[config.mk]
export PLATFORM = sky130hd
export DESIGN_NAME = sprite_line_scheduler
export DESIGN_NICKNAME = d
export VERILOG_FILES = /design/src/rtl/sprite_line_scheduler.sv
export SDC_FILE = /design/constraint.sdc
export NUM_CORES = 1
export LEC_CHECK = 0
export ABC_AREA = 1
export BUFFER_PORTS_ARGS = -buffer_cell sky130_fd_sc_hd__buf_2
export CAP_MARGIN = 20
export CELL_PAD_IN_SITES_DETAIL_PLACEMENT = 2
export CELL_PAD_IN_SITES_GLOBAL_PLACEMENT = 2
export CORE_ASPECT_RATIO = 1.5
export CORE_UTILIZATION = 45
export CTS_BUF_LIST = sky130_fd_sc_hd__clkbuf_2
export DETAILED_ROUTE_END_ITERATION = 12
export GPL_TIMING_DRIVEN = 0
export PLACE_DENSITY_LB_ADDON = 0.1
export SYNTH_ARGS = -nofsm -noshare
export SYNTH_HDL_FRONTEND = slang
export SYNTH_SLANG_ARGS = --single-unit
[constraint.sdc]
create_clock -name clk_draw -period 3.6 [get_ports clk_draw]
set_input_delay 0.18 -clock clk_draw [delete_from_list [all_inputs] [get_ports clk_draw]]
set_output_delay 0.18 -clock clk_draw [all_outputs]
set_load 0.01 [all_outputs]
[src/rtl/sprite_line_scheduler.sv]
// Per-line sprite Y-match scan controller with a ping-pong matched-index list.
// Optional macro SPRITE_OVERFLOW_DETECT_EN: full-table sweep with overflow flagging.
module sprite_line_scheduler #(
   parameter int NUM_SPRITES   = 512,
   parameter int MAX_PER_LINE  = 16,
   parameter int MATCH_LATENCY = 1,
   localparam int CW           = $clog2(MAX_PER_LINE) + 1
) (
   input  logic          clk_draw,
   input  logic          rst_draw,
   input  logic          line,
   input  logic [11:0]   next_sy,
   output logic [11:0]   match_sy,
   output logic [8:0]    sprite_index,
   input  logic          y_match,
   output logic          scan_busy,
   output logic          list_valid,
   input  logic          list_ready,
   output logic [8:0]    list_index,
   output logic          list_last,
   output logic [CW-1:0] list_count,
   output logic          line_overflow,
   output logic          scan_late
);

   localparam int AW = CW - 1;
   localparam logic [8:0]    LAST_IDX   = 9'(NUM_SPRITES - 1);
   localparam logic [CW-1:0] CAP        = CW'(MAX_PER_LINE);
   localparam logic [1:0]    DRAIN_LAST = 2'(MATCH_LATENCY - 1);

   typedef enum logic [1:0] {IDLE, SCAN, DRAIN, DONE} state_t;

   state_t          state, state_next;
   logic            wr_bank;
   logic [CW-1:0]   wr_count;
   logic [CW-1:0]   rd_ptr;
   logic [1:0]      drain_cnt;
   logic [MATCH_LATENCY-1:0] pipe_valid;
   logic [8:0]      pipe_idx [MATCH_LATENCY];
   logic [8:0]      bank_mem [2*MAX_PER_LINE];
   logic            hit;
   logic            do_write;
`ifdef SPRITE_OVERFLOW_DETECT_EN
   logic            wr_ovf;
`endif

   // A line pulse flushes the pipeline, so the entry emerging on that edge is dropped.
   assign hit      = pipe_valid[MATCH_LATENCY-1] && y_match && !line;
   assign do_write = hit && (wr_count < CAP);

   always_ff @(posedge clk_draw or posedge rst_draw) begin
      if (rst_draw) state <= IDLE;
      else          state <= state_next;
   end

   always_comb begin
      state_next = state;
      if (line) begin
         state_next = SCAN;
      end else begin
         case (state)
            SCAN: begin
`ifdef SPRITE_OVERFLOW_DETECT_EN
               if (sprite_index == LAST_IDX) state_next = DRAIN;
`else
               // Once the list is full there is nothing left to collect.
               if (sprite_index == LAST_IDX || wr_count == CAP) state_next = DRAIN;
`endif
            end
            DRAIN: begin
               if (drain_cnt == DRAIN_LAST) state_next = DONE;
            end
            default: ;
         endcase
      end
   end

   always_ff @(posedge clk_draw or posedge rst_draw) begin
      if (rst_draw) begin
         wr_bank       <= 1'b0;
         wr_count      <= '0;
         rd_ptr        <= '0;
         drain_cnt     <= '0;
         pipe_valid    <= '0;
         for (int k = 0; k < MATCH_LATENCY; k++) pipe_idx[k] <= '0;
         match_sy      <= '0;
         sprite_index  <= '0;
         scan_busy     <= 1'b0;
         list_count    <= '0;
         line_overflow <= 1'b0;
         scan_late     <= 1'b0;
`ifdef SPRITE_OVERFLOW_DETECT_EN
         wr_ovf        <= 1'b0;
`endif
      end else begin
         pipe_valid[0] <= (state == SCAN);
         pipe_idx[0]   <= sprite_index;
         for (int k = 1; k < MATCH_LATENCY; k++) begin
            pipe_valid[k] <= pipe_valid[k-1];
            pipe_idx[k]   <= pipe_idx[k-1];
         end
         scan_busy <= (state_next == SCAN) || (state_next == DRAIN);

         if (line) begin
            wr_bank      <= ~wr_bank;
            list_count   <= wr_count;
            scan_late    <= (state == SCAN) || (state == DRAIN);
            rd_ptr       <= '0;
            match_sy     <= next_sy;
            wr_count     <= '0;
            sprite_index <= '0;
            drain_cnt    <= '0;
            pipe_valid   <= '0;
`ifdef SPRITE_OVERFLOW_DETECT_EN
            line_overflow <= wr_ovf;
            wr_ovf        <= 1'b0;
`endif
         end else begin
            if (state == SCAN && state_next == SCAN) sprite_index <= sprite_index + 9'd1;
            if (state == DRAIN) drain_cnt <= drain_cnt + 2'd1;
            else                drain_cnt <= '0;
            if (do_write) wr_count <= wr_count + CW'(1);
`ifdef SPRITE_OVERFLOW_DETECT_EN
            if (hit && wr_count == CAP) wr_ovf <= 1'b1;
`endif
            if (list_valid && list_ready) rd_ptr <= rd_ptr + CW'(1);
         end
      end
   end

   // Bank RAM: write side addresses wr_bank, read side the opposite bank.
   always_ff @(posedge clk_draw) begin
      if (do_write) bank_mem[{wr_bank, wr_count[AW-1:0]}] <= pipe_idx[MATCH_LATENCY-1];
   end

   assign list_valid = (rd_ptr < list_count);
   assign list_index = list_valid ? bank_mem[{~wr_bank, rd_ptr[AW-1:0]}] : 9'd0;
   assign list_last  = list_valid && (rd_ptr == list_count - CW'(1));

endmodule

Yosys cells after proc, flatten, opt, wreduce, memory -nomap -nowiden
Memory sizes are Yosys's and may differ from the RTL's.
Index checks and enable logic that the tools add are counted.
{ "totals": {"ff_bits": 53, "memories": 1, "mem_bits_rw": 288, "input_bits": 17} }
{ "memory_table": {"columns": ["memory", "words", "word_bits", "read_ports", "rd_ports_with_merged_regs", "write_ports", "line_no", "rtl"], "rows": [
  ["bank_mem", 32, 9, 1, 0, 1, "40", "logic [8:0] bank_mem [2*MAX_PER_LINE];"]
]} }
{ "classes": {"n_mux": 16, "n_bitwise": 1, "addsub": 5, "order_cmp": 2, "n_eq_ne": 7, "n_reduce_logical": 14} }
{ "ops": {"columns": ["op", "n"], "rows": [
  ["$mux 9", 3],
  ["$mux 5", 4],
  ["$add 5x1->5 const B", 2],
  ["$mux 2", 5],
  ["$add 9x1->9 const B", 1],
  ["$eq 9x9->1 const B", 1],
  ["$logic_and 1x1->1", 6],
  ["$reduce_bool 2->1", 3],
  ["$eq 5x5->1", 1],
  ["$eq 5x5->1 const B", 1],
  ["$lt 5x5->1", 1],
  ["$lt 5x5->1 const B", 1],
  ["$sub 5x1->5 const B", 1],
  ["$eq 2x1->1 const B", 2],
  ["$eq 2x2->1 const B", 2],
  ["$pmux 2 s2", 1],
  ["$logic_or 1x1->1", 3],
  ["$mux 1", 3],
  ["$add 2x1->2 const B", 1],
  ["$logic_not 2->1", 1],
  ["$logic_not 1->1", 1],
  ["$not 1->1", 1]
]} }

Depth between registers and ports, before layout
{ "logic_depth": {"word_depth": 9, "mapped_depth": 17, "mapped_depth_nobuf": 17} }

Least setup slack after synthesis
OpenSTA, ideal clock, no wires.
{ "synth_timing": {"kind": "reg-to-reg", "from": "register sprite_index[0]", "to": "register sprite_index[7]", "setup_ns": 0.119, "arrival_time_ns": 2.301, "stages_incl_launch_ff": 18, "setup_slack_ns": 1.180, "period_less_slack_ns": 2.420, "path_cell_list": "dfrtp_1 > ha_1 > nand4_1 > nor3_1 > ha_1 > a31oi_1 > nand2_1 > a21oi_1 > nor2_1 > inv_1 > ha_1 > nand2_1 > nor2_1 > nand2_1 > nor3_1 > nand3_1 > nand2_1 > nor2_1"} }
{ "synth_between": {"elab_chain_len": 8} }
{ "synth_rtl": {"columns": ["item", "line_no", "rtl"], "rows": [
  ["start: declaration", "14", "output logic [8:0] sprite_index,"],
  ["start signal: assignment", "119", "if (state == SCAN && state_next == SCAN) sprite_index <= sprite_index + 9'd1;"],
  ["$eq 9x9->1", "67", "if (sprite_index == LAST_IDX || wr_count == CAP) state_next = DRAIN;"],
  ["$logic_or 1x1->1", "67", null],
  ["$mux 2", "67", null],
  ["$pmux 2 s2", "61", "case (state)"],
  ["$mux 2", "58", "if (line) begin"],
  ["named net state_next[1]", "33", "state_t state, state_next;"],
  ["$eq 2x1->1", "119", null],
  ["$logic_and 1x1->1", "119", null],
  ["$reduce_bool 2->1 (no line)", null, null]
]} }
The timed path passes the listed nets, and every way through them passes these cells. The select of a mux whose other input is x is not followed.
A chain may end at the register's enable or synchronous reset.

Worst setup path after layout
{ "layout_timing": {"from": "register rd_ptr[0]", "to": "output port list_index[2]"} }
{ "layout_between": {"elab_chain_len": 2} }
{ "layout_rtl": {"columns": ["item", "line_no", "rtl"], "rows": [
  ["start: declaration", "36", "logic [CW-1:0] rd_ptr;"],
  ["start signal: assignment", "126", "if (list_valid && list_ready) rd_ptr <= rd_ptr + CW'(1);"],
  ["$mem_v2 32x9 / $lt 5x5->1 (equally long branches)", null, null],
  ["$mux 9 (*)", "137", "assign list_index = list_valid ? bank_mem[{~wr_bank, rd_ptr[AW-1:0]}] : 9'd0;"],
  ["end: declaration", "19", "output logic [8:0] list_index,"]
]} }
Mark *: on every way between the ends. The rest lies on a longest branch, timed or not.

==> run metrics <==
maximum fanout along the worst path 10; Unique masters post-synth 31; final hold vios 1; number of maximum-capacitance violations 0; run status finished with violations; first-pass GRT wire length 95.5 mm; ys flop type edfxtp_1; Crit. Startpoint rd_ptr[0]; Final Skew 204 ps; nets 1555; die extent in y 220 um; Peak supply drop 348 uV; Area growth syn-to-layout 16.8%; Post-Route WL 78.3 mm; DR pass1 iterations 6; Setup WS post-layout -577 ps; failing checks negative hold slack, negative setup slack; Setup crit end list_index[2]; clk sinks 341; Via Count 13200; Die Area 32600 um2; core area 31100 um2; layout cells sized above 1 0.177; Slowest Stage Delay on Critical Path 520 ps; commonest non-fill, non-tap cell in the layout nand2_1; vias in the first global route 13900; hold_ws -19.8 ps; Post-Route Utilization 0.537; Worst Tran Pin Value 1330 ps; starting density of the core 0.460; Die W 148 um; internal reg-to-reg setup slack -140 ps; hold path startpoint line; number of port buffers 55; startpoint types flop; final setup fails 12; Final min period 4180 ps; EDFF count, synth 288; Reg2Reg Depth 17; Root Driver clkbuf_2; Synth Cell Area 14300 um2; Placement Rows 79; Max Slew Vio Count 0; FMAX 239 MHz; Worst EP arrival 4000 ps; Avg Inst Size Synth 10.9 um2; setup_tns -2530 ps; hpwl dp 37.6 mm; CP Depth 10; WP data required 3420 ps; I/O pin total 57; Leak Pwr 0.00695 uW; flops & latches, synth 341; Worst-Skew Late Latency 1270 ps; ys async rst share 0.155; Crit. End Element output pin; Placer Congestion 0.880; Initial DRC Count 1598; clk slew on worst S/H paths 190 ps; Critical R2R Launch sprite_index[0]; wire per inst 39.5 um; largest net degree at the start of global routing 39; fin crit share 1.16; RR Endpoint sprite_index[6]; Mapped Cells 1312; CP max-delay cell dfrtp_2; vias per inst 6.64; most frequent cells in the layout 468 x nand2_1, 288 x edfxtp_1, 200 x nand3_1, 122 x clkbuf_2, 75 x nor2_1; Routed Antenna Nets 0; critical path class flop to output pin; TritonCTS Buffers 82; crit path buf inv count 4; Crit path top cell by count nand3_1; grt total ovfl 0; maximum clock path buffer count 3; GR Util All Layers 0.420; cell family with most CP delay simple AND/OR/NAND/NOR gates; Post-Syn Nets 1347; Power per Cell Area 560 nW/um2; Hold Path Class primary input to flop; antenna violations before repair 2; Slew HR 0.112; H-tree depth 3; fillers 3047; Yosys warning count 1; sequential fraction of the synthesis area 0.697; CP cell instances inv_2 > buf_4 > buf_4 > nand2_1 > nand3_1 > nand3_1 > nand3_1 > a21oi_1 > nor2_1 > buf_2; # DRC 0; CTS tree built
## tightest hold or removal path: cells and delay by family
family,cells,cell delay [ps]
compound gates,1,110
buf+inv,3,810
simple gates,1,80
## synthesized netlist by cell type, types with 2 or more instances
cell | count | area share
a21oi_1 | 21 | 0.0073
buf_1 | 2 | 0.00052
buf_2 | 25 | 0.0087
buf_4 | 19 | 0.010
clkbuf_1 | 18 | 0.0047
clkinv_1 | 2 | 0.00052
dfrtp_1 | 53 | 0.093
edfxtp_1 | 288 | 0.60
ha_1 | 18 | 0.016
inv_1 | 51 | 0.013
inv_2 | 4 | 0.0010
nand2_1 | 468 | 0.12
nand3_1 | 205 | 0.072
nand3b_1 | 2 | 0.0010
nand4_1 | 3 | 0.0013
nor2_1 | 80 | 0.021
nor3_1 | 3 | 0.0010
o21ai_0 | 22 | 0.0077
o21ai_1 | 7 | 0.0024
xnor2_1 | 5 | 0.0031
xor2_1 | 6 | 0.0037
## flip-flops by register name, indices dropped and copies added, names as in the netlist
signal,count
pipe_idx,9
match_sy,12
list_count,5
state,2
bank_mem,288
wr_bank,1
pipe_valid,1
scan_late,1
drain_cnt,2
sprite_index,9
wr_count,5
rd_ptr,5
scan_busy,1
## power breakdown
part           switching, uW  internal [uW]  total, uW
Sequential               157           4390       4550
Combinational           1260            449       1710
Clock                   2270            849       3110
Total                   3680           5690       9370
## kinds of logic after synthesis
logic type | share of synthesized area
other cells | 0.000262
flops | 0.697
buf+inv | 0.0405
xor+xnor | 0.00673
simple gates | 0.222
compound gates | 0.0184
fa+ha+maj | 0.0157
## final cells by class
cell class,instances,area [um2],area share
Multi-Input combinational cell,847,3830,0.229
Inverter,58,225,0.0135
Timing Repair Buffer,124,1120,0.0669
Sequential cell,341,9980,0.597
Clock inverter,23,90.1,0.00539
Antenna cell,3,7.51,0.000449
Tap cell,405,507,0.0303
Clock buffer,115,576,0.0344
Buffer,66,397,0.0237
## timing repair
action / 4_1_cts / 5_1_grt
setup endpoints to repair: 10 / 12
hold buffers: 47 / 0
setup buffers: 0 / 1
endpoints found under the hold margin: 92 / 0
resized for setup: 11 / 33
## metrics by stage
stage | power [uW] | cell area [um2] | worst slack (ps) | hold slack, ps | std cells
floorplan | 5280 | 14300 | 1180 | 293 | 1312
global placement | 5750 | 15100 | 596 | 378 | 1772
detailed placement | 5910 | 15300 | 620 | 196 | 1780
CTS | 8510 | 16500 | 7.72 | 21.0 | 1965
global route | 9410 | 16700 | -473 | 29.9 | 1982
finish | 9370 | 16700 | -577 | -19.8 | 1982
## worst min path at each step
stage,endpoint,slack (ps),cells after the start
2_1_floorplan,match_sy[0],290,2
3_3_place_gp,match_sy[0],380,3
3_5_place_dp,sprite_index[6],200,2
4_1_cts,state[1],20,5
5_1_grt,state[1],30,5
6_report,state[1],-20,5
## routing by layer
metal,track usage,part of all wire,wire [um],vias up
li1,-,-,-,4891
met2,0.734,0.47,36900,1187
met3,0.0880,0.10,8000,553
met5,0,0,0,-
met4,0.360,0.11,9000,0
met1,0.430,0.31,24400,6538
(Power assumes the default switching activity.)
